## config.mk

```make
export PLATFORM = sky130hd
export DESIGN_NAME = mem_wb_stage
export DESIGN_NICKNAME = d
export VERILOG_FILES = /design/src/rtl/mem_pkg.sv /design/src/rtl/mem_wb_stage_load_align.sv /design/src/rtl/mem_wb_stage.sv
export SDC_FILE = /design/constraint.sdc
export NUM_CORES = 1
export LEC_CHECK = 0
export ABC_CLOCK_PERIOD_IN_PS = 6600
export CAP_MARGIN = 0
export CORE_UTILIZATION = 37
export DETAILED_ROUTE_END_ITERATION = 7
export GPL_ROUTABILITY_DRIVEN = 0
export PLACE_DENSITY = 0.87
export SYNTH_ARGS = -nofsm -noshare
export SYNTH_HDL_FRONTEND = slang
export SYNTH_SLANG_ARGS = --single-unit
```

## constraint.sdc

```tcl
create_clock -name clk -period 6.6 [get_ports clk]
set_input_delay 1.65 -clock clk [delete_from_list [all_inputs] [get_ports clk]]
set_output_delay 1.65 -clock clk [all_outputs]
set_load 0.1 [all_outputs]
```

## src/rtl/mem_pkg.sv

```systemverilog
// mem_pkg: shared constants, types and the access-legality rule for the MEM stage.
`default_nettype none

package mem_pkg;

  localparam logic [2:0] F3_LB  = 3'b000;
  localparam logic [2:0] F3_LH  = 3'b001;
  localparam logic [2:0] F3_LW  = 3'b010;
  localparam logic [2:0] F3_LBU = 3'b100;
  localparam logic [2:0] F3_LHU = 3'b101;

  localparam logic [1:0] SIZE_B = 2'b00;
  localparam logic [1:0] SIZE_H = 2'b01;

  typedef enum logic [0:0] {
    IDLE      = 1'b0,
    WAIT_RESP = 1'b1
  } mem_state_t;

  // Lane 0 is the least significant byte.
  typedef logic [3:0][7:0] byte_lanes_t;

  // Stores only know sb/sh/sw; unsigned variants are load-only.
  function automatic logic access_legal(input logic is_load, input logic [2:0] f3,
                                        input logic [1:0] off);
    logic ok;
    case (f3)
      F3_LB:   ok = 1'b1;
      F3_LH:   ok = ~off[0];
      F3_LW:   ok = (off == 2'b00);
      F3_LBU:  ok = is_load;
      F3_LHU:  ok = is_load & ~off[0];
      default: ok = 1'b0;
    endcase
    return ok;
  endfunction

endpackage

`default_nettype wire

```

## src/rtl/mem_wb_stage_load_align.sv

```systemverilog
// load_align: picks the addressed byte/half from a read word and sign/zero-extends it.
`default_nettype none

module load_align
  import mem_pkg::*;
(
  input  logic [31:0] rdata,
  input  logic [1:0]  offset,
  input  logic [2:0]  funct3,
  output byte_lanes_t lanes
);

  logic [7:0]  sel_byte;
  logic [15:0] sel_half;
  logic [31:0] ext;

  always_comb begin
    case (offset)
      2'd0:    sel_byte = rdata[7:0];
      2'd1:    sel_byte = rdata[15:8];
      2'd2:    sel_byte = rdata[23:16];
      default: sel_byte = rdata[31:24];
    endcase
    sel_half = offset[1] ? rdata[31:16] : rdata[15:0];

    case (funct3)
      F3_LB:   ext = {{24{sel_byte[7]}}, sel_byte};
      F3_LH:   ext = {{16{sel_half[15]}}, sel_half};
      F3_LW:   ext = rdata;
      F3_LBU:  ext = {24'd0, sel_byte};
      F3_LHU:  ext = {16'd0, sel_half};
      default: ext = 32'd0;
    endcase

    lanes = ext;
  end

endmodule

`default_nettype wire

```

## src/rtl/mem_wb_stage.sv

```systemverilog
// mem_wb_stage: MEM stage (data-memory handshake, store lanes, load alignment) and MEM/WB register.
`default_nettype none

module mem_wb_stage
  import mem_pkg::*;
#(
  parameter int XLEN   = 32,
  parameter int REG_AW = 5
) (
  input  logic              clk,
  input  logic              rst,
  input  logic              ex_valid,
  input  logic [XLEN-1:0]   ex_alu_out,
  input  logic [XLEN-1:0]   ex_store_data,
  input  logic              ex_mem_read,
  input  logic              ex_mem_write,
  input  logic [2:0]        ex_funct3,
  input  logic [REG_AW-1:0] ex_destReg,
  input  logic              ex_regWrite,
  input  logic              ex_memtoreg,
  output logic              mem_stall,
  output logic              dmem_req,
  output logic              dmem_we,
  output logic [XLEN-1:0]   dmem_addr,
  output logic [XLEN-1:0]   dmem_wdata,
  output logic [3:0]        dmem_be,
  input  logic              dmem_ready,
  input  logic              dmem_rvalid,
  input  logic [XLEN-1:0]   dmem_rdata,
  output logic [REG_AW-1:0] wb_destReg,
  output byte_lanes_t       wb_data_from_mem,
  output logic              wb_regWrite,
  output logic              wb_memtoreg,
  output logic [XLEN-1:0]   wb_alu_out,
  output logic              misalign_err
);

  mem_state_t  state, state_next;
  logic        is_mem, legal, access_err;
  logic        commit, commit_load;
  byte_lanes_t aligned;

  assign is_mem     = ex_valid & (ex_mem_read | ex_mem_write);
  assign legal      = access_legal(ex_mem_read, ex_funct3, ex_alu_out[1:0]);
  assign access_err = (state == IDLE) & is_mem & ~legal;

  assign dmem_we   = ex_mem_write;
  assign dmem_addr = {ex_alu_out[XLEN-1:2], 2'b00};

  always_comb begin
    case (ex_funct3[1:0])
      SIZE_B: begin
        dmem_be    = 4'b0001 << ex_alu_out[1:0];
        dmem_wdata = {4{ex_store_data[7:0]}};
      end
      SIZE_H: begin
        dmem_be    = 4'b0011 << ex_alu_out[1:0];
        dmem_wdata = {2{ex_store_data[15:0]}};
      end
      default: begin
        dmem_be    = 4'b1111;
        dmem_wdata = ex_store_data;
      end
    endcase
  end

  // Upstream holds ex_* while stalled, so the response is aligned against the live inputs.
  load_align u_load_align (
    .rdata  (dmem_rdata),
    .offset (ex_alu_out[1:0]),
    .funct3 (ex_funct3),
    .lanes  (aligned)
  );

  always_ff @(posedge clk or posedge rst) begin
    if (rst) state <= IDLE;
    else     state <= state_next;
  end

  always_comb begin
    state_next  = state;
    dmem_req    = 1'b0;
    mem_stall   = 1'b0;
    commit      = 1'b0;
    commit_load = 1'b0;
    case (state)
      IDLE: begin
        if (is_mem && legal) begin
          dmem_req = 1'b1;
          if (ex_mem_write) begin
            commit    = dmem_ready;
            mem_stall = ~dmem_ready;
          end else begin
            mem_stall = 1'b1;
            if (dmem_ready) state_next = WAIT_RESP;
          end
        end else if (!is_mem) begin
          commit = 1'b1;
        end
      end
      WAIT_RESP: begin
        if (dmem_rvalid) begin
          commit      = 1'b1;
          commit_load = 1'b1;
          state_next  = IDLE;
        end else begin
          mem_stall = 1'b1;
        end
      end
      default: state_next = IDLE;
    endcase
  end

  // Anything not committing this cycle (stall or faulting access) enters WB as a bubble.
  always_ff @(posedge clk or posedge rst) begin
    if (rst) begin
      wb_destReg       <= '0;
      wb_data_from_mem <= '0;
      wb_regWrite      <= 1'b0;
      wb_memtoreg      <= 1'b0;
      wb_alu_out       <= '0;
      misalign_err     <= 1'b0;
    end else begin
      wb_destReg       <= ex_destReg;
      wb_alu_out       <= ex_alu_out;
      wb_regWrite      <= commit & ex_valid & ex_regWrite;
      wb_memtoreg      <= commit & ex_memtoreg;
      wb_data_from_mem <= commit_load ? aligned : '0;
      misalign_err     <= access_err;
    end
  end

endmodule

`default_nettype wire

```

==> summary.md <==
| Metric | Value |
|---|---|
| Outcome | finished, violations left |
| Violated checks | DRC |
| Core Region | 8890 um2 |
| Final Util | 0.660 |
| Gr ovfl total | 0 |
| Worst skew pair latency | 0.34 ns |
| Clock Path Buffers | 2 |
| Finished Cell Area | 5870 um2 |
| CP Cell Sequence | clkdlybuf4s50_1 -> nor2_2 -> mux2_2 -> buf_4 |
| Critical path data arrival time | 3.53 ns |
| Power Density | 230 nW/um2 |
| Starting density of the core | 0.388 |
| Max-cap viol count | 0 |
| TritonCTS Buffers | 9 |
| Via-per-instance ratio | 5.14 |
| DP Area | 5670 um2 |
| Via Count | 3211 |
| Mapped Avg Cell Area | 11.5 um2 |
| I/O Buffers | 253 |
| Setup bufs post-CTS | 0 |
| Layout cells sized above 1 | 0.163 |
| Initial DRC Count | 131 |
| Area delta synth->final | 70.0% |
| Unrepaired setup endpoints after global routing | false |
| WL final | 11800 um |
| Fin crit period | 5.18 ns |
| Initial antenna violation count | 1 |
| Die height | 98.6 um |
| Post-CTS sizing | 0 |
| Hold WC Path Type | flop to flop |
| Cell Count, Final, Fillers Out | 625 |
| Post-route antenna net violation count | 0 |
| Global-route wire length before repair | 17700 um |
| Fill cells | 637 |
| Seq. cell area | 1830 um2 |
| Static leakage | 2.44 nW |
| DRC | 1 |
| Final hold slack | 0.709 ns |
| Critical Path Start Type | input pin |
| Die width | 98.6 um |
| Cell variety after synth | 38 |
| Vias in the first global route | 3237 |
| Global Route Usage Sum | 0.242 |
| H-tree lvl count | 3 |
| Routed length per instance | 18.8 um |
| Max incr delay on CP | 0.72 ns |
| Crit. End Element | primary output |
| Final setup TNS | 0 ns |
| Cells after synthesis | 301 |
| CP Data Required Time | 4.95 ns |
| Synth Register Bits | 73 |
| Period utilization | 0.785 |
| Slew Viols, Final | 0 |
| Endpoints failing hold | 0 |
| CTS clk-pin slew, worst paths | 0.08 ns |
| Hold_buf cts | 0 |
| Final setup viols | 0 |
| Ys Warns | 0 |
| Layout Skew | 0.00621 ns |
| DP Cell Count | 608 |
| Clock sinks | 73 |
| CTS root buf | clkbuf_8 |
| Largest net degree at the start of global routing | 74 |
| CTS tree | done |
| I/O Pins | 256 |
| DP HPWL | 9220 um |
| Multi-input logic area | 1210 um2 |
| Die Area | 9720 um2 |
| Setup CP Type | input pin to primary output |
| Crit-path leading delay family | buffers and inverters |
| Cell area after synthesis | 3450 um2 |
| Worst slew pin tran | 1.22 ns |
| Crit Path Max Fanout | 12 |
| Final net count | 624 |
| Post-synthesis sequential area ratio | 0.529 |
| CP bufs+invs | 2 |
| Slowest library cell on the worst path | clkdlybuf4s50_1 |
| Pre-antenna DRT Iters | 6 |
| Max Clock Freq | 193 MHz |
| Peak supply drop | 0.108 mV |
| Site Rows | 34 |
| Slew HR | 0.187 |
==> registers in the layout, indices dropped and copies added (netlist names) <==
register          flops
wb_alu_out           32
wb_data_from_mem     32
wb_destReg            5
misalign_err          1
state                 1
wb_memtoreg           1
wb_regWrite           1
==> stage by stage <==
step	power [mW]	setup WS (ns)
floorplan	0.867	0.487
global placement	1.01	1.46
detailed placement	1.02	1.40
CTS	1.36	1.41
global route	1.39	1.32
finish	1.35	1.42
==> report_power, final <==
group	leakage, nW	internal (mW)	switching [mW]	total (mW)
registers	0.931	0.461	0.00419	0.465
clock network	0.0929	0.176	0.168	0.344
logic	1.42	0.148	0.393	0.541
total	2.44	0.785	0.566	1.35
==> cells in the final DEF (no fill, tap or decap), types with 2 or more instances in the layout <==
cell type,instances
clkdlybuf4s50_1,223
dfrtp_1,73
buf_4,34
nand2_1,25
mux2_2,25
a31oi_1,16
a22oi_1,16
mux2i_1,15
a21oi_1,11
o21ai_0,9
clkbuf_8,9
o22ai_1,8
or3_1,8
nor2_1,3
inv_1,3
nand2b_1,3
o21bai_1,2
nor3b_4,2
nor2b_1,2
and2_1,2
o41ai_1,2
a211oi_1,2
conb_1,2
clkinvlp_4,2
==> layer usage <==
metal | routed length (um) | GRT usage | vias to the layer above
met3 | 913 | 0.0667 | 18
met5 | 0 | 0 | -
met4 | 220 | 0.0850 | 0
met1 | 4120 | 0.251 | 1543
li1 | - | - | 1452
met2 | 6510 | 0.464 | 198
==> layout make-up <==
class                   count  area share
diodes                      1    0.000426
clock buffers              10      0.0217
clock inverters             6      0.0115
inverters                   4     0.00256
multi-input cells         166       0.206
flip-flops and latches     73       0.311
well taps                 108      0.0230
repair buffers            257       0.424
==> cell families after synthesis <==
kind of cell | after synthesis | synth area share
AOI/OAI and AO/OA | 71 | 0.137
and+or+nand+nor | 53 | 0.0841
DFF | 73 | 0.529
muxes | 40 | 0.125
buffers and inverters | 63 | 0.124
other | 1 | 0.00109
==> synth_stat cells, drive strengths merged <==
| cell | instances | area share |
|---|---|---|
| nand4b | 1 | 0.0025 |
| nor4 | 1 | 0.0036 |
| conb | 1 | 0.0011 |
| a22oi | 18 | 0.045 |
| dfrtp | 73 | 0.53 |
| nor2 | 4 | 0.0051 |
| or3 | 8 | 0.014 |
| mux2i | 15 | 0.043 |
| o31ai | 1 | 0.0022 |
| buf | 58 | 0.12 |
| clkbuf | 1 | 0.0011 |
| o22ai | 8 | 0.014 |
| a211oi | 2 | 0.0043 |
| inv | 4 | 0.0043 |
| o21ai | 10 | 0.014 |
| nand2b | 3 | 0.0054 |
| a21oi | 12 | 0.018 |
| nor3b | 2 | 0.0091 |
| nor3 | 2 | 0.0043 |
| o41ai | 2 | 0.0051 |
| and2 | 2 | 0.0036 |
| mux2 | 25 | 0.082 |
| o21bai | 2 | 0.0043 |
| nor2b | 2 | 0.0036 |
| nand2 | 26 | 0.029 |
| or2 | 1 | 0.0018 |
| a31oi | 16 | 0.029 |
| nand3 | 1 | 0.0014 |
==> worst paths after layout <==
path                         startpoint              endpoint  slack, ns  cells after the start
min reg2reg                       state                 state       0.71                      2
max                        ex_funct3[0]        dmem_wdata[10]       1.42                      4
max in group asynchronous           rst  wb_data_from_mem[18]       4.12                      3
min                               state                 state       0.71                      2
min in group asynchronous           rst        wb_alu_out[31]       1.92                      3
max reg2reg                       state  wb_data_from_mem[10]       4.69                      2
==> tightest hold or removal path, delay by kind of cell, from the launching register on <==
kind,cells,cell delay (ns)
AO/OA/AOI/OAI,1,0.10
flip-flops,1,0.44
AND/OR/NAND/NOR,1,0.13
Power figures use the tool's default switching activity.
